$ cat src/rtl/mem_access_unit.sv
// Multi-cycle memory access stage: valid/ready op intake, SB_DEPTH store buffer, memory port FSM, UART.
// Define MEM_ACCESS_HC_EN to map a free-running cycle counter at HC_ADDR.
module mem_access_unit #(
    parameter int unsigned XLEN      = 32,
    parameter int unsigned SB_DEPTH  = 4,
    parameter logic [31:0] UART_ADDR = 32'hf6fff070,
    parameter logic [31:0] HC_ADDR   = 32'hffffff00
) (
    input  logic              clk,
    input  logic              rst,
    input  logic              in_valid,
    output logic              in_ready,
    input  logic              in_is_load,
    input  logic              in_is_store,
    input  logic              in_unsigned,
    input  logic [1:0]        in_width,
    input  logic [XLEN-1:0]   in_addr,
    input  logic [XLEN-1:0]   in_wdata,
    input  logic [4:0]        in_rd,
    output logic              out_valid,
    output logic [4:0]        out_rd,
    output logic [XLEN-1:0]   out_data,
    output logic              out_misaligned,
    output logic              mem_req,
    input  logic              mem_gnt,
    output logic              mem_we,
    output logic [XLEN-1:0]   mem_addr,
    output logic [XLEN/8-1:0] mem_be,
    output logic [XLEN-1:0]   mem_wdata,
    input  logic              mem_rvalid,
    input  logic [XLEN-1:0]   mem_rdata,
    output logic [7:0]        uart,
    output logic              uart_we,
    output logic              sb_empty
);
    localparam int unsigned NB = XLEN / 8;
    localparam int unsigned OW = $clog2(NB);
    localparam int unsigned PW = $clog2(SB_DEPTH);
    localparam logic [XLEN-1:0] ALIGN_MASK = ~XLEN'(NB - 1);
    localparam logic [XLEN-1:0] UART_A     = XLEN'(UART_ADDR);
    localparam logic [XLEN-1:0] UART_LINE  = UART_A & ALIGN_MASK;
    localparam logic [OW-1:0]   UART_OFF   = UART_A[OW-1:0];

    typedef enum logic [1:0] {IDLE, LD_REQ, LD_RESP, ST_REQ} state_t;
    state_t state, state_n;

    logic [XLEN-1:0]     sb_addr [SB_DEPTH];
    logic [NB-1:0]       sb_be   [SB_DEPTH];
    logic [XLEN-1:0]     sb_data [SB_DEPTH];
    logic [SB_DEPTH-1:0] sb_vld;
    logic [PW-1:0]       wr_ptr, rd_ptr;
    logic [PW:0]         sb_cnt, cnt_n;

    logic            ld_busy, ld_wait, ld_uns;
    logic [XLEN-1:0] ld_line;
    logic [OW-1:0]   ld_off;
    logic [1:0]      ld_width;
    logic [4:0]      ld_rd;

    logic            is_ld, is_st, misal, hc_hit, acc, ld_go, st_go;
    logic [OW-1:0]   off;
    logic [XLEN-1:0] line, wd_in, head_addr, head_data, pl_line, uart_shift;
    logic [3:0]      sm4;
    logic [7:0]      m8;
    logic [NB-1:0]   be_in, head_be;
    logic            head_vld, pl_vld, pl_conf, ld_busy_n;
    logic            req_n, we_n, deq, uart_go, issue, ld_done;
    logic [XLEN-1:0] addr_n, wd_n;
    logic [NB-1:0]   be_n;

    function automatic logic [XLEN-1:0] extract(input logic [XLEN-1:0] raw, input logic [OW-1:0] o,
                                                input logic [1:0] w, input logic u);
        logic [XLEN-1:0] s, r;
        int unsigned     bits;
        logic            sgn;
        s    = raw >> {o, 3'b000};
        bits = 32'd8 << w;
        if (bits > XLEN) bits = XLEN;
        sgn  = !u && s[bits-1];
        for (int unsigned i = 0; i < XLEN; i++) r[i] = (i < bits) ? s[i] : sgn;
        return r;
    endfunction

    assign is_st = in_is_store;
    assign is_ld = in_is_load && !in_is_store;
    assign off   = in_addr[OW-1:0];
    assign line  = in_addr & ALIGN_MASK;
    assign sm4   = (4'd1 << in_width) - 4'd1;
    assign misal = (is_ld || is_st) &&
                   (((off & sm4[OW-1:0]) != '0) || (in_width == 2'd3 && XLEN == 32));
    assign m8    = 8'((9'd1 << (4'd1 << in_width)) - 9'd1);
    assign be_in = NB'(m8) << off;
    assign wd_in = in_wdata << {off, 3'b000};
    assign acc   = in_valid && in_ready;
    assign ld_go = acc && is_ld && !misal && !hc_hit;
    assign st_go = acc && is_st && !misal;

`ifdef MEM_ACCESS_HC_EN
    localparam logic [XLEN-1:0] HC_A = XLEN'(HC_ADDR);
    logic [XLEN-1:0] hc_val;
    always_ff @(posedge clk or negedge rst) begin
        if (!rst) hc_val <= '0;
        else      hc_val <= hc_val + XLEN'(1);
    end
    assign hc_hit = is_ld && !misal && in_width[1] && (in_addr == HC_A);
`else
    logic [XLEN-1:0] hc_val;
    assign hc_val = '0;
    assign hc_hit = 1'b0;
`endif

    // An empty buffer lets a store accepted this cycle act as head, so its drain starts next cycle.
    assign head_vld   = (sb_cnt != '0) || st_go;
    assign head_addr  = (sb_cnt != '0) ? sb_addr[rd_ptr] : line;
    assign head_be    = (sb_cnt != '0) ? sb_be[rd_ptr]   : be_in;
    assign head_data  = (sb_cnt != '0) ? sb_data[rd_ptr] : wd_in;
    assign uart_shift = head_data >> {UART_OFF, 3'b000};
    assign pl_vld     = ld_wait || ld_go;
    assign pl_line    = ld_wait ? ld_line : line;

    always_comb begin
        pl_conf = 1'b0;
        for (int unsigned i = 0; i < SB_DEPTH; i++)
            if (sb_vld[i] && sb_addr[i] == pl_line) pl_conf = 1'b1;
    end

    always_ff @(posedge clk or negedge rst) begin
        if (!rst) state <= IDLE;
        else      state <= state_n;
    end

    always_comb begin
        state_n = state;
        req_n   = 1'b0;
        we_n    = mem_we;
        addr_n  = mem_addr;
        be_n    = mem_be;
        wd_n    = mem_wdata;
        deq     = 1'b0;
        uart_go = 1'b0;
        issue   = 1'b0;
        ld_done = 1'b0;
        case (state)
            IDLE: begin
                if (pl_vld && !pl_conf) begin
                    state_n = LD_REQ;
                    req_n   = 1'b1;
                    we_n    = 1'b0;
                    addr_n  = pl_line;
                    be_n    = '1;
                    issue   = 1'b1;
                end else if (head_vld) begin
                    if (head_addr == UART_LINE) begin
                        deq     = 1'b1;
                        uart_go = 1'b1;
                    end else begin
                        state_n = ST_REQ;
                        req_n   = 1'b1;
                        we_n    = 1'b1;
                        addr_n  = head_addr;
                        be_n    = head_be;
                        wd_n    = head_data;
                    end
                end
            end
            LD_REQ: begin
                req_n = !mem_gnt;
                if (mem_gnt) state_n = LD_RESP;
            end
            LD_RESP: begin
                if (mem_rvalid) begin
                    state_n = IDLE;
                    ld_done = 1'b1;
                end
            end
            ST_REQ: begin
                req_n = !mem_gnt;
                if (mem_gnt) begin
                    state_n = IDLE;
                    deq     = 1'b1;
                end
            end
            default: state_n = IDLE;
        endcase
    end

    assign cnt_n     = sb_cnt + (PW+1)'(st_go) - (PW+1)'(deq);
    assign ld_busy_n = (ld_busy && !ld_done) || ld_go;

    always_ff @(posedge clk) begin
        if (st_go) begin
            sb_addr[wr_ptr] <= line;
            sb_be[wr_ptr]   <= be_in;
            sb_data[wr_ptr] <= wd_in;
        end
    end

    always_ff @(posedge clk or negedge rst) begin
        if (!rst) begin
            mem_req <= 1'b0;  mem_we <= 1'b0;  mem_addr <= '0;  mem_be <= '0;  mem_wdata <= '0;
            uart <= '0;  uart_we <= 1'b0;
            sb_vld <= '0;  wr_ptr <= '0;  rd_ptr <= '0;  sb_cnt <= '0;
            in_ready <= 1'b0;  sb_empty <= 1'b0;
            ld_busy <= 1'b0;  ld_wait <= 1'b0;  ld_uns <= 1'b0;  ld_line <= '0;
            ld_off <= '0;  ld_width <= '0;  ld_rd <= '0;
            out_valid <= 1'b0;  out_rd <= '0;  out_data <= '0;  out_misaligned <= 1'b0;
        end else begin
            mem_req   <= req_n;
            mem_we    <= we_n;
            mem_addr  <= addr_n;
            mem_be    <= be_n;
            mem_wdata <= wd_n;
            uart_we   <= uart_go;
            if (uart_go) uart <= uart_shift[7:0];
            // Clear follows set so a same-slot enqueue+dequeue leaves the slot empty.
            if (st_go) begin
                sb_vld[wr_ptr] <= 1'b1;
                wr_ptr         <= wr_ptr + PW'(1);
            end
            if (deq) begin
                sb_vld[rd_ptr] <= 1'b0;
                rd_ptr         <= rd_ptr + PW'(1);
            end
            sb_cnt   <= cnt_n;
            in_ready <= !ld_busy_n && (cnt_n != (PW+1)'(SB_DEPTH));
            sb_empty <= (cnt_n == '0);
            ld_busy  <= ld_busy_n;
            if (ld_go) begin
                ld_wait  <= !issue;
                ld_line  <= line;
                ld_off   <= off;
                ld_width <= in_width;
                ld_uns   <= in_unsigned;
                ld_rd    <= in_rd;
            end else if (issue) begin
                ld_wait <= 1'b0;
            end
            out_valid <= 1'b0;
            if (ld_done) begin
                out_valid      <= 1'b1;
                out_rd         <= ld_rd;
                out_data       <= extract(mem_rdata, ld_off, ld_width, ld_uns);
                out_misaligned <= 1'b0;
            end else if (acc && !ld_go) begin
                out_valid      <= 1'b1;
                out_misaligned <= misal;
                out_rd         <= is_st ? '0 : in_rd;
                if (misal || is_st) out_data <= '0;
                else if (hc_hit)    out_data <= extract(hc_val, off, in_width, in_unsigned);
                else                out_data <= in_addr;
            end
        end
    end
endmodule
$ cat config.mk
export PLATFORM = sky130hd
export DESIGN_NAME = mem_access_unit
export DESIGN_NICKNAME = d
export VERILOG_FILES = /design/src/rtl/mem_access_unit.sv
export SDC_FILE = /design/constraint.sdc
export NUM_CORES = 1
export LEC_CHECK = 0
export ABC_AREA = 1
export BUFFER_PORTS_ARGS = -buffer_cell sky130_fd_sc_hd__buf_2
export CAP_MARGIN = 20
export CORE_ASPECT_RATIO = 1.2
export CORE_MARGIN = 8
export CORE_UTILIZATION = 53
export DETAILED_ROUTE_END_ITERATION = 10
export GPL_TIMING_DRIVEN = 0
export PLACE_DENSITY = 0.71
export SYNTH_ARGS = -nofsm -noshare
export SYNTH_HDL_FRONTEND = slang
export SYNTH_SLANG_ARGS = --single-unit
$ cat constraint.sdc
create_clock -name clk -period 6.4 [get_ports clk]
set_clock_uncertainty 0.15 [all_clocks]
set_input_delay 1.28 -clock clk [delete_from_list [all_inputs] [get_ports clk]]
set_output_delay 1.28 -clock clk [all_outputs]
set_load 0.1 [all_outputs]
==> results of run 1 <==
-- per-stage QoR --
stage                     setup TNS, ns  instances  cell area [um2]  total power (uW)  setup WS, ns
after floorplan                       0       2636            22300              9610         0.530
after global placement          -779.56       3408            24100             11900         -3.11
after detailed placement              0       3421            24400             12000         0.444
after CTS                             0       3507            26000             14800          1.03
after global routing                  0       3508            26000             15600         0.725
final                                 0       3509            26000             15000          1.01
-- worst min-delay path by stage --
stage,to,from
after global placement,mem_be[3],mem_be[3]
after floorplan,ld_busy,ld_busy
after CTS,mem_addr[22],mem_addr[22]
after global routing,mem_addr[23],mem_addr[23]
after detailed placement,mem_addr[25],mem_addr[25]
final,mem_addr[17],mem_addr[17]
-- where the power goes --
| group | internal, uW | switching, uW | leakage [uW] |
|---|---|---|---|
| Sequential | 3570 | 334 | 0.00457 |
| Clock | 1590 | 1190 | 0.000768 |
| Combinational | 1780 | 6510 | 0.00675 |
| Total | 6940 | 8040 | 0.0121 |
-- routing by layer --
layer | GRT usage (%) | vias up
met5 | 0 | -
met4 | 24.4 | 10
met3 | 7.18 | 270
met2 | 57.6 | 1184
met1 | 41.7 | 9950
li1 | - | 9342
-- cell families after synthesis --
group | share of synthesized area (%)
multiplexers | 0.612
AO/OA/AOI/OAI | 11.9
AND/OR/NAND/NOR | 23.8
adder cells (fa/ha/maj) | 1.16
XOR/XNOR | 0.157
buffers and inverters | 7.27
other | 0.0168
flip-flops | 55.0
-- synthesized netlist by cell type, types with 5 or more instances --
cell type / n
sky130_fd_sc_hd__nand2_1: 874
sky130_fd_sc_hd__edfxtp_1: 264
sky130_fd_sc_hd__inv_1: 244
sky130_fd_sc_hd__nor2_1: 220
sky130_fd_sc_hd__o21ai_0: 201
sky130_fd_sc_hd__nand3_1: 177
sky130_fd_sc_hd__dfrtp_1: 173
sky130_fd_sc_hd__a21oi_1: 68
sky130_fd_sc_hd__o21ai_1: 65
sky130_fd_sc_hd__clkbuf_1: 50
sky130_fd_sc_hd__o211ai_1: 40
sky130_fd_sc_hd__buf_2: 37
sky130_fd_sc_hd__o221ai_1: 25
sky130_fd_sc_hd__nand4_1: 21
sky130_fd_sc_hd__ha_1: 19
sky130_fd_sc_hd__buf_4: 16
sky130_fd_sc_hd__buf_1: 14
sky130_fd_sc_hd__nand2_2: 14
sky130_fd_sc_hd__buf_6: 10
sky130_fd_sc_hd__a22oi_1: 9
sky130_fd_sc_hd__a21o_1: 8
sky130_fd_sc_hd__a221oi_1: 8
sky130_fd_sc_hd__a31oi_1: 8
sky130_fd_sc_hd__mux2i_1: 8
sky130_fd_sc_hd__o32ai_1: 8
sky130_fd_sc_hd__inv_2: 7
sky130_fd_sc_hd__a221o_1: 6
sky130_fd_sc_hd__mux2_2: 5
-- worst reg2reg max path: cells and delay by family, from the launching register on --
kind | cells | cell delay (ns)
AO/OA/AOI/OAI | 1 | 0.13
adder cells (fa/ha/maj) | 3 | 0.75
flip-flops | 1 | 0.40
AND/OR/NAND/NOR | 13 | 1.85
XOR/XNOR | 2 | 0.41
buffers and inverters | 7 | 1.14
-- flip-flops by register name, indices dropped and copies added (netlist names), 2 cells and up --
register	cells
ld_line	30
ld_off	2
ld_rd	5
ld_width	2
mem_addr	30
mem_be	4
mem_wdata	32
out_data	32
out_rd	5
rd_ptr	2
sb_addr	120
sb_be	16
sb_cnt	3
sb_data	128
sb_vld	4
state	2
uart	8
wr_ptr	2
-- area by class of cell --
cell class	count	area (um2)	share of cell area (%)
Antenna cell	2	5.00	0.0193
Buffer	128	663	2.55
Clock buffer	61	1290	4.96
Clock inverter	25	275	1.06
Inverter	255	957	3.68
Multi-Input combinational cell	1816	8430	32.4
Sequential cell	437	12300	47.2
Tap cell	546	683	2.63
Timing Repair Buffer	239	1430	5.49
==> reports/summary.json, run 1 <==
{
  "synthDominantCellAreaShare": {"value": 35.6, "unit": "%"},
  "synth_seq_area_share": {"value": 55.0, "unit": "%"},
  "synth_ff_type": {"value": "sky130_fd_sc_hd__edfxtp_1"},
  "layout-drive-gt1-share": {"value": 13.9, "unit": "%"},
  "synth_edf_count": {"value": 264},
  "cpMaxStageDelayCell": {"value": "sky130_fd_sc_hd__a21oi_1"},
  "worstReg2RegEnd": {"value": "in_ready"},
  "synth.distinct_cells": {"value": 51},
  "clk-insertion-delay-late": {"value": 0.60, "unit": "ns"},
  "chipWidth": {"value": 203, "unit": "um"},
  "crit_buf_inv": {"value": 6},
  "floorplan.initialDensity": {"value": 53.5, "unit": "%"},
  "vias_in_the_first_global_route": {"value": 20323},
  "status": {"value": "completed"},
  "layout_commonest_cell": {"value": "sky130_fd_sc_hd__nand2_1"},
  "whs": {"value": 0.316, "unit": "ns"},
  "port-buffer-count": {"value": 226},
  "globalRouteOverflowTotal": {"value": 0},
  "static-leakage-power": {"value": 0.0121, "unit": "uW"},
  "vdd_ir_drop_max": {"value": 0.000854, "unit": "V"},
  "finalWeightedCongestion": {"value": 1.00},
  "wl_met1": {"value": 31700, "unit": "um"},
  "synth.area.top_cells": {"value": "sky130_fd_sc_hd__edfxtp_1 36%, sky130_fd_sc_hd__dfrtp_1 19%, sky130_fd_sc_hd__nand2_1 15%, sky130_fd_sc_hd__o21ai_0 4.5%, sky130_fd_sc_hd__inv_1 4.1%"},
  "synthesized_cell_area": {"value": 22300, "unit": "um2"},
  "die_area": {"value": 48900, "unit": "um2"},
  "wl_met3": {"value": 7590, "unit": "um"},
  "largest_net_degree_at_the_start_of_global_routing": {"value": 104},
  "detail-route-antenna-nets": {"value": 0},
  "cap_viol_max_count": {"value": 0},
  "synth_warnings": {"value": 0},
  "critical_path.max_stage_delay": {"value": 0.52, "unit": "ns"},
  "depth_of_the_worst_hold_timing_path": {"value": 2},
  "setup_violations_final": {"value": 0},
  "quantity_of_hold_fixing_buffers_added_after_cts": {"value": 0},
  "root_buffer": {"value": "sky130_fd_sc_hd__clkbuf_16"},
  "drt_pass1_iterations": {"value": 6},
  "clock.fmax": {"value": 0.186, "unit": "GHz"},
  "power_density_normalized_to_cell_area": {"value": 576, "unit": "nW/um2"},
  "detailed_place_hpwl": {"value": 66300, "unit": "um"},
  "met2_wl_post_dr": {"value": 41500, "unit": "um"},
  "finalWorstPathRequiredPeriod": {"value": 5.39, "unit": "ns"},
  "floorplan.die.height": {"value": 241, "unit": "um"},
  "number_of_antenna_violations_at_the_first_check_in_global_routing": {"value": 7},
  "cp_top_family": {"value": "compound AO/OA/AOI/OAI gates"},
  "clock_sinks": {"value": 437},
  "final_net_count": {"value": 3054},
  "unrepaired_setup_endpoints_after_global_routing": {"value": "no"},
  "routed_wl": {"value": 87700, "unit": "um"},
  "async_reset_ff_share": {"value": 39.6, "unit": "%"},
  "cpMostUsedCell": {"value": "sky130_fd_sc_hd__inv_1"},
  "placementRows": {"value": 82},
  "first_iter_violations": {"value": 2082},
  "drcViolationCount": {"value": 0},
  "cts_setup_buffers": {"value": 0},
  "slew_violations": {"value": 0},
  "clock_path_buffers": {"value": 3},
  "vias": {"value": 20756},
  "final_cell_mix": {"value": "874 x sky130_fd_sc_hd__nand2_1, 264 x sky130_fd_sc_hd__edfxtp_1, 262 x sky130_fd_sc_hd__buf_2"},
  "cts_repair_resize_count": {"value": 0},
  "period_share": {"value": 84.2, "unit": "%"},
  "cts_made_buffers": {"value": 46},
  "finish.utilization": {"value": 62.4, "unit": "%"},
  "route.detailed.wl_per_inst": {"value": 25.0, "unit": "um"},
  "worst-path-stages": {"value": 22},
  "timing.setup.critical_path_class": {"value": "in2reg"},
  "worst_setup_path_end_kind": {"value": "flip-flop"},
  "hold_viol": {"value": 0},
  "slew-limit-headroom": {"value": 35.3, "unit": "%"},
  "design.portCount": {"value": 231},
  "filler_cell_count": {"value": 3665},
  "critPathArrivalTime": {"value": 5.69, "unit": "ns"},
  "htree_levels": {"value": 2},
  "layout-area-overhead-vs-synth": {"value": 16.7, "unit": "%"},
  "avgViaCountPerCell": {"value": 5.92},
  "global_route_wire_length_before_repair": {"value": 127000, "unit": "um"},
  "worst_slew_pin_slew": {"value": 0.961, "unit": "ns"},
  "timing.critical_path.cells": {"value": "buf_2, nor2_1, inv_1, ha_1, o211ai_1, o21ai_0, a21oi_1, nor2_1, nand3_2, buf_6, nand3_1, nand2_2, nand2_2, inv_1, ha_1, inv_1, ha_1, inv_1, fa_1, xnor2_1, xnor2_1, a21oi_1"},
  "launch_point_of_the_critical_path": {"value": "in_width[1]"},
  "tritoncts": {"value": "built"},
  "setup.reg_to_reg.worst_slack": {"value": 1.46, "unit": "ns"},
  "cts.clk_slew.worst_paths": {"value": 0.06, "unit": "ns"},
  "holdCritPathClass": {"value": "reg2reg"},
  "crit_fanout": {"value": 10},
  "post-synth-top-area-cell": {"value": "sky130_fd_sc_hd__edfxtp_1"},
  "ff2ff_path_depth": {"value": 26},
  "startpoint_kind_of_the_worst_setup_timing_path": {"value": "input pin"},
  "syn_area_per_cell": {"value": 8.45, "unit": "um2"},
  "tot_gr_track_use": {"value": 35.2, "unit": "%"},
  "r2r-start": {"value": "ld_wait"},
  "maxUsedRoutingLayer": {"value": "met5"},
  "critPathRequiredTime": {"value": 6.71, "unit": "ns"},
  "syn-instance-count": {"value": 2635},
  "ys_ff_latch": {"value": 437},
  "worst_setup_path_endpoint": {"value": "in_ready"},
  "core-area": {"value": 41700, "unit": "um2"}
}
Note: power is estimated with default switching activity, not from simulation.
==> run 2: changes to the inputs <==
- ABC_AREA: 1 -> 0
- PLACE_DENSITY: 0.71 -> 0.74
- clock period: 6.4 -> 4.9 ns (I/O delays scaled with it)
==> reports/summary.json, run 2 <==
{
  "cpMaxStageDelayCell": {"value": "sky130_fd_sc_hd__dfrtp_1"},
  "finalWeightedCongestion": {"value": 0.990, "change": "-1.3%"},
  "synthesized_cell_area": {"value": 20900, "unit": "um2", "change": "-6.0%"},
  "synth_edf_count": {"value": 264, "change": "unchanged"},
  "hold_viol": {"value": 0, "change": "unchanged"},
  "placementRows": {"value": 80, "change": "-2.4%"},
  "synth_warnings": {"value": 0, "change": "unchanged"},
  "chipWidth": {"value": 197, "unit": "um", "change": "-2.8%"},
  "layout-drive-gt1-share": {"value": 28.7, "unit": "%", "change": "+15 points"},
  "slew_violations": {"value": 0, "change": "unchanged"},
  "final_cell_mix": {"value": "264 x sky130_fd_sc_hd__edfxtp_1, 238 x sky130_fd_sc_hd__buf_2, 192 x sky130_fd_sc_hd__nand2_1"},
  "tritoncts": {"value": "built"},
  "pre_cts_slack": {"value": -1.25, "unit": "ns", "change": "-1.70 ns"},
  "net-switching-power": {"value": 8500, "unit": "uW", "change": "+5.7%"},
  "timing.critical_path.cells": {"value": "buf_2, clkdlybuf4s18_2, mux4_2, nand4b_1, nor2_2, a31oi_1, nor4_4, o21ba_1, buf_6, ha_1, inv_1, ha_1, inv_1, fa_1, xnor2_1, xnor2_1, a31oi_1"},
  "final_net_count": {"value": 1963, "change": "-36%"},
  "critPathArrivalTime": {"value": 5.08, "unit": "ns", "change": "-0.61 ns"},
  "largest-register": {"value": "sb_data"},
  "slew-limit-headroom": {"value": 25.0, "unit": "%", "change": "-10 points"},
  "startpoint_kind_of_the_worst_setup_timing_path": {"value": "flip-flop"},
  "route.detailed.wl_per_inst": {"value": 27.0, "unit": "um", "change": "+8.2%"},
  "globalRouteOverflowTotal": {"value": 0, "change": "unchanged"},
  "vias_in_the_first_global_route": {"value": 14887, "change": "-27%"},
  "detailed_place_hpwl": {"value": 46800, "unit": "um", "change": "-29%"},
  "max_ffs_per_register": {"value": 128, "change": "unchanged"},
  "stdcell_count": {"value": 2403, "change": "-32%"},
  "comb_power_share": {"value": 50.5, "unit": "%", "change": "-4.8 points"},
  "layout_commonest_cell": {"value": "sky130_fd_sc_hd__edfxtp_1"},
  "critical_path.max_stage_delay": {"value": 0.60, "unit": "ns", "change": "+0.08 ns"},
  "global_route_wire_length_before_repair": {"value": 95000, "unit": "um", "change": "-25%"},
  "floorplan.die.height": {"value": 234, "unit": "um", "change": "-2.8%"},
  "biggestRegsByFlops": {"value": "sb_data: 128 flops, sb_addr: 120 flops"},
  "cts.clk_slew.worst_paths": {"value": 0.06, "unit": "ns", "change": "about the same"},
  "share_seq_of_total_power": {"value": 29.6, "unit": "%", "change": "+3.5 points"},
  "first_iter_violations": {"value": 1532, "change": "-26%"},
  "unrepaired_setup_endpoints_after_global_routing": {"value": "no"},
  "power_density_normalized_to_cell_area": {"value": 714, "unit": "nW/um2", "change": "+24%"},
  "clock.fmax": {"value": 0.208, "unit": "GHz"},
  "htree_levels": {"value": 2, "change": "unchanged"},
  "worst_setup_path_end_kind": {"value": "flip-flop"},
  "setup_violations_final": {"value": 0, "change": "unchanged"},
  "tot_gr_track_use": {"value": 27.8, "unit": "%", "change": "-7.4 points"},
  "drt_pass1_iterations": {"value": 6, "change": "unchanged"},
  "p_int": {"value": 9100, "unit": "uW", "change": "+31%"},
  "largest_net_degree_at_the_start_of_global_routing": {"value": 95, "change": "-8.7%"},
  "number_of_antenna_violations_at_the_first_check_in_global_routing": {"value": 0, "change": "-7"},
  "synth_top_cells_by_count": {"value": "264 x sky130_fd_sc_hd__edfxtp_1, 192 x sky130_fd_sc_hd__nand2_1, 173 x sky130_fd_sc_hd__dfrtp_1"},
  "timing.setup.critical_path_class": {"value": "reg2reg"},
  "synth_seq_area_share": {"value": 58.5, "unit": "%", "change": "+3.5 points"},
  "core-area": {"value": 39300, "unit": "um2", "change": "-5.6%"},
  "clock_path_buffers": {"value": 3, "change": "unchanged"},
  "layout-area-overhead-vs-synth": {"value": 17.7, "unit": "%"},
  "status": {"value": "completed"},
  "synthDominantCellAreaShare": {"value": 37.8, "unit": "%", "change": "+2.3 points"},
  "synth_xor_area_share": {"value": 5.19, "unit": "%", "change": "+5.0 points"},
  "drcViolationCount": {"value": 0, "change": "unchanged"},
  "syn_area_per_cell": {"value": 13.6, "unit": "um2", "change": "+60%"},
  "static-leakage-power": {"value": 0.00963, "unit": "uW", "change": "-20%"},
  "finalWorstPathRequiredPeriod": {"value": 4.81, "unit": "ns"},
  "ys_ff_latch": {"value": 437, "change": "unchanged"},
  "quantity_of_hold_fixing_buffers_added_after_cts": {"value": 0, "change": "unchanged"},
  "fin_ws": {"value": 0.0937, "unit": "ns", "change": "-0.920 ns"},
  "proportion_of_total_power_due_to_net_switching": {"value": 48.3, "unit": "%", "change": "-5.4 points"},
  "post-synth-top-area-cell": {"value": "sky130_fd_sc_hd__edfxtp_1"},
  "critPathRequiredTime": {"value": 5.17, "unit": "ns", "change": "-1.54 ns"},
  "leading_cell_type_by_number_of_instances_after_synthesis": {"value": "sky130_fd_sc_hd__edfxtp_1"},
  "placed_cells": {"value": 2307, "change": "-33%"},
  "vias": {"value": 14768, "change": "-29%"},
  "design.portCount": {"value": 231, "change": "unchanged"},
  "clock_sinks": {"value": 437, "change": "unchanged"},
  "cts_made_buffers": {"value": 45, "change": "-2.2%"},
  "p_clk_share": {"value": 19.9, "unit": "%", "change": "+1.3 points"},
  "holdCritPathClass": {"value": "in2async"},
  "die_area": {"value": 46200, "unit": "um2", "change": "-5.5%"},
  "floorplan.initialDensity": {"value": 53.2, "unit": "%", "change": "-0.23 points"},
  "vdd_ir_drop_max": {"value": 0.000622, "unit": "V", "change": "-27%"},
  "port-buffer-count": {"value": 224, "change": "-0.88%"},
  "synth_ff_type": {"value": "sky130_fd_sc_hd__edfxtp_1"},
  "async_reset_ff_share": {"value": 39.6, "unit": "%", "change": "unchanged"},
  "routed_wl": {"value": 65000, "unit": "um", "change": "-26%"},
  "synth.distinct_cells": {"value": 63, "change": "+24%"},
  "synth_compound_gate_area_share": {"value": 6.70, "unit": "%", "change": "-5.2 points"},
  "largest_family_of_logic_cells_by_synthesized_area": {"value": "multiplexers"},
  "worst_slew_pin_slew": {"value": 1.12, "unit": "ns", "change": "+0.164 ns"},
  "avgViaCountPerCell": {"value": 6.15, "change": "+3.9%"},
  "adder_cell_fraction_of_synth_area": {"value": 1.28, "unit": "%", "change": "+0.12 points"},
  "detail-route-antenna-nets": {"value": 0, "change": "unchanged"},
  "synth.area.top_cells": {"value": "sky130_fd_sc_hd__edfxtp_1 38%, sky130_fd_sc_hd__dfrtp_1 21%, sky130_fd_sc_hd__mux4_2 7.1%, sky130_fd_sc_hd__xor2_1 4.6%, sky130_fd_sc_hd__mux2_2 4.1%"},
  "synth_simple_gate_area_share": {"value": 9.01, "unit": "%", "change": "-15 points"},
  "period_share": {"value": 98.1, "unit": "%"},
  "crit_fanout": {"value": 10, "change": "unchanged"},
  "synthMuxAreaShare": {"value": 16.7, "unit": "%", "change": "+16 points"},
  "syn-instance-count": {"value": 1544, "change": "-41%"},
  "clk-insertion-delay-late": {"value": 0.57, "unit": "ns", "change": "-0.03 ns"},
  "root_buffer": {"value": "sky130_fd_sc_hd__clkbuf_16"},
  "cap_viol_max_count": {"value": 0, "change": "unchanged"}
}
==> run 2: cell types whose count changed after synthesis, sizes merged, moves of 24 or more <==
| cell | change |
|---|---|
| inv | -227 |
| nand3 | -163 |
| nand2 | -696 |
| mux4 | +66 |
| o211ai | -39 |
| o221ai | -24 |
| mux2i | +69 |
| buf | -39 |
| nor2 | -158 |
| o21ai | -192 |
| mux2 | +73 |
| xor2 | +107 |
==> run 2: path summary, 6_finish.rpt <==
check	from	endpoint	slack, ns	depth (start not counted)
max	rd_ptr[1]	in_ready	0.09	17
min	rst	ld_line[20]	0.26	1
max reg2reg	rd_ptr[1]	in_ready	0.09	17
min reg2reg	mem_addr[14]	mem_addr[14]	0.32	2
max in group asynchronous	rst	out_rd[1]	3.34	2
min in group clk	mem_addr[14]	mem_addr[14]	0.32	2
==> run 2: worst max-delay path, delay by kind of cell (launching register included) <==
kind	cells	cell delay [ns]
compound gates	3	0.46
buf+inv	5	1.25
simple gates	3	0.64
mux	1	0.37
fa+ha+maj	3	0.73
flops	1	0.60
xor+xnor	2	0.45
==> run 2: what timing repair did <==
item                       in CTS  in global routing
setup buffers                   1                 10
resized for setup               9                 24
setup endpoints to repair       4                  3
pin swaps                       1                  2
cloned                          0                  0
hold endpoints to repair        0                  0
==> run 2: logic make-up after synthesis <==
family,after synthesis
flops,437
mux,221
xor+xnor,124
fa+ha+maj,21
compound gates,226
other cells,1
simple gates,396
buf+inv,118
==> run 2: layout make-up <==
cell class	instances	area [um2]
Antenna cell	1	2.50
Buffer	94	488
Clock buffer	61	1250
Clock inverter	23	260
Fill cell	3019	14700
Inverter	24	90.1
Multi-Input combinational cell	990	8280
Sequential cell	437	12300
Tap cell	533	667
Timing Repair Buffer	240	1350
==> run 2: routing by layer <==
metal  vias to the layer above  GRT usage [%]  part of all wire (%)
met5                         -              0                     0
met4                         0           10.9                   4.2
met3                       146           3.89                   8.2
met2                       798           47.7                    50
met1                      7480           35.5                    37
li1                       6344              -                     -
==> run 2: metrics by stage <==
stage                     utilization, %  setup TNS (ns)  power, uW  hold slack (ns)  cell area (um2)
after global placement              57.8         -464.58      13900            0.303            22700
after detailed placement            58.2          -17.99      14000            0.306            22900
final                               62.6               0      17600            0.262            24600
after CTS                           62.2               0      17500            0.276            24500
after global routing                62.6               0      18200            0.309            24600
after floorplan                        -               0      11800            0.296            21000
==> run 2: power by group through the flow <==
stage                     Combinational [uW]  Clock (uW)  Sequential [uW]
after floorplan                         3620           0             8160
after global placement                  8620           0             5250
after detailed placement                8730           0             5270
after CTS                               8780        3540             5200
after global routing                    9280        3660             5290
final                                   8880        3500             5210
==> run 3: changes to the inputs <==
- SETUP_SLACK_MARGIN: not set -> 0.15
==> reports/summary.json, run 3 (same netlist as run 2, synthesis figures left out) <==
{
  "clock_sinks": {"value": 437, "change": "unchanged"},
  "largest-register": {"value": "sb_data"},
  "number_of_antenna_violations_at_the_first_check_in_global_routing": {"value": 3, "change": "+3"},
  "power_density_normalized_to_cell_area": {"value": 714, "unit": "nW/um2", "change": "about the same"},
  "setup_total_negative_slack": {"value": 0, "unit": "ns", "change": "unchanged"},
  "routed_wl": {"value": 66000, "unit": "um", "change": "+1.5%"},
  "cap_viol_max_count": {"value": 0, "change": "unchanged"},
  "htree_levels": {"value": 2, "change": "unchanged"},
  "stdcell_count": {"value": 2413, "change": "+0.42%"},
  "drcViolationCount": {"value": 0, "change": "unchanged"},
  "vias_in_the_first_global_route": {"value": 15123, "change": "+1.6%"},
  "tritoncts": {"value": "built"},
  "layout-area-overhead-vs-synth": {"value": 18.7, "unit": "%"},
  "detailed_place.area": {"value": 22900, "unit": "um2", "change": "+0.13%"},
  "slew-limit-headroom": {"value": 26.9, "unit": "%", "change": "+1.9 points"},
  "finalWorstPathRequiredPeriod": {"value": 4.68, "unit": "ns", "change": "-0.125 ns"},
  "clock_path_buffers": {"value": 3, "change": "unchanged"},
  "globalRouteOverflowTotal": {"value": 0, "change": "unchanged"},
  "vdd_ir_drop_max": {"value": 0.000691, "unit": "V", "change": "+11%"},
  "status": {"value": "completed"},
  "detail-route-antenna-nets": {"value": 0, "change": "unchanged"},
  "cts.clk_slew.worst_paths": {"value": 0.07, "unit": "ns", "change": "about the same"},
  "timing.critical_path.cells": {"value": "buf_6, buf_16, buf_4, mux2i_4, xor2_2, nand4_1, nor4_1, a22oi_1, and3_1, buf_6, nor4_4, o21ba_1, buf_6, ha_4, inv_4, ha_4, inv_2, fa_2, xnor2_2, xnor2_2, a31oi_2"},
  "quantity_of_hold_fixing_buffers_added_after_cts": {"value": 0, "change": "unchanged"},
  "max_ffs_per_register": {"value": 128, "change": "unchanged"},
  "vias": {"value": 14815, "change": "+0.32%"},
  "unrepaired_setup_endpoints_after_global_routing": {"value": "yes"},
  "tot_gr_track_use": {"value": 28.0, "unit": "%", "change": "+0.17 points"},
  "critPathRequiredTime": {"value": 5.18, "unit": "ns", "change": "about the same"},
  "cpMostUsedCell": {"value": "sky130_fd_sc_hd__buf_6"},
  "largest_net_degree_at_the_start_of_global_routing": {"value": 94, "change": "-1.1%"},
  "design_area": {"value": 24900, "unit": "um2", "change": "+0.89%"},
  "critPathArrivalTime": {"value": 4.96, "unit": "ns", "change": "-0.12 ns"},
  "design.portCount": {"value": 231, "change": "unchanged"},
  "route.detailed.wl_per_inst": {"value": 27.3, "unit": "um", "change": "+1.1%"},
  "first_iter_violations": {"value": 1385, "change": "-9.6%"},
  "layout.area.seq": {"value": 12300, "unit": "um2", "change": "unchanged"},
  "layout_commonest_cell": {"value": "sky130_fd_sc_hd__edfxtp_1"},
  "cts_made_buffers": {"value": 44, "change": "-2.2%"},
  "core-area": {"value": 39300, "unit": "um2", "change": "unchanged"},
  "finish.utilization": {"value": 63.2, "unit": "%", "change": "+0.56 points"},
  "finalWeightedCongestion": {"value": 0.962, "change": "-2.8%"},
  "clk-insertion-delay-late": {"value": 0.58, "unit": "ns", "change": "about the same"},
  "multiInputGateArea": {"value": 8350, "unit": "um2", "change": "+0.80%"},
  "port-buffer-count": {"value": 224, "change": "unchanged"},
  "die_area": {"value": 46200, "unit": "um2", "change": "unchanged"},
  "placed_cells": {"value": 2308, "change": "+0.043%"},
  "root_buffer": {"value": "sky130_fd_sc_hd__clkbuf_16"},
  "global_route_wire_length_before_repair": {"value": 95600, "unit": "um", "change": "+0.65%"},
  "holdCritPathClass": {"value": "in2async"},
  "timing.setup.critical_path_class": {"value": "reg2reg"},
  "placementRows": {"value": 80, "change": "unchanged"},
  "hold_viol": {"value": 0, "change": "unchanged"},
  "crit_fanout": {"value": 6, "change": "-4"},
  "setup_violations_final": {"value": 0, "change": "unchanged"},
  "biggestRegsByFlops": {"value": "sb_data: 128 flops, sb_addr: 120 flops"},
  "whs": {"value": 0.247, "unit": "ns", "change": "-0.0146 ns"},
  "clock.fmax": {"value": 0.214, "unit": "GHz", "change": "+2.7%"},
  "floorplan.initialDensity": {"value": 53.2, "unit": "%", "change": "unchanged"},
  "startpoint_kind_of_the_worst_setup_timing_path": {"value": "flip-flop"},
  "final_net_count": {"value": 1975, "change": "+0.61%"},
  "chipWidth": {"value": 197, "unit": "um", "change": "unchanged"},
  "cpMaxStageDelayCell": {"value": "sky130_fd_sc_hd__fa_2"},
  "layout-drive-gt1-share": {"value": 29.7, "unit": "%", "change": "+1.0 points"},
  "static-leakage-power": {"value": 0.00973, "unit": "uW", "change": "+1.0%"},
  "worst_slew_pin_slew": {"value": 1.10, "unit": "ns", "change": "-0.0278 ns"},
  "avgViaCountPerCell": {"value": 6.14, "change": "about the same"},
  "drt_pass1_iterations": {"value": 7, "change": "+1"},
  "floorplan.die.height": {"value": 234, "unit": "um", "change": "unchanged"},
  "detailed_place_hpwl": {"value": 47100, "unit": "um", "change": "+0.77%"},
  "final_cell_mix": {"value": "264 x sky130_fd_sc_hd__edfxtp_1, 237 x sky130_fd_sc_hd__buf_2, 192 x sky130_fd_sc_hd__nand2_1"},
  "worst_setup_path_end_kind": {"value": "flip-flop"},
  "critical_path.max_stage_delay": {"value": 0.37, "unit": "ns", "change": "-0.23 ns"},
  "period_share": {"value": 95.5, "unit": "%", "change": "-2.5 points"},
  "slew_violations": {"value": 0, "change": "unchanged"},
  "filler_cell_count": {"value": 3025, "change": "+0.20%"}
}
## run 3: cell types whose count changed in the layout (fill, tap and decap cells not counted), moves of 3 or more
cell / change
sky130_fd_sc_hd__buf_4: +8
sky130_fd_sc_hd__buf_12: +4
sky130_fd_sc_hd__clkinv_2: +3
sky130_fd_sc_hd__clkinv_4: -4
## run 3: area by class of cell
cell class / instances / area share (%)
Inverter: 24 / 0.372
Clock buffer: 59 / 4.90
Buffer: 94 / 1.98
Multi-Input combinational cell: 990 / 33.6
Sequential cell: 437 / 49.3
Timing Repair Buffer: 253 / 6.04
Antenna cell: 1 / 0.0101
Tap cell: 533 / 2.68
Clock inverter: 22 / 1.13
## run 3: timing repair
item	CTS	global route
gates resized for setup	19	19
endpoints found under the setup margin	7	3
pin swaps	2	15
setup buffers	5	18
## run 3: metrics by stage
stage	power, uW	setup WS [ns]
after floorplan	11800	0.172
final	17700	0.218
after CTS	17500	0.152
after detailed placement	14000	-1.17
after global routing	18400	0.0788
after global placement	13800	-1.24
## run 3: worst paths after layout
kind                                    from      endpoint  slack, ns  depth (start not counted)
worst max register to register       ld_wait      in_ready       0.22                         21
worst min register to register  mem_addr[18]  mem_addr[18]       0.32                          2
worst min-delay path                     rst  mem_addr[13]       0.25                          1
worst max-delay path                 ld_wait      in_ready       0.22                         21
min in group clk                mem_addr[18]  mem_addr[18]       0.32                          2
max in group asynchronous                rst     wr_ptr[1]       3.42                          2
## run 3: critical path, delay by kind of cell (launching register included)
kind	cells	cell delay [ns]
AND/OR/NAND/NOR	4	1.13
buffers and inverters	7	0.80
XOR/XNOR	3	0.69
adder cells (fa/ha/maj)	3	0.69
AO/OA/AOI/OAI	3	0.46
flip-flops	1	0.34
multiplexers	1	0.31
## run 3: power breakdown
| group | switching [uW] | internal [uW] |
|---|---|---|
| sequential | 551 | 4680 |
| clock | 1490 | 1990 |
| combinational | 6510 | 2530 |
| total | 8560 | 9190 |
## run 3: metal layers
layer	share of wire, %	up-vias	track usage, %
met4	5.1	4	13.2
met5	0.041	-	0
met3	7.8	185	5.10
met1	37	7509	33.8
met2	50	769	48.2
li1	-	6348	-
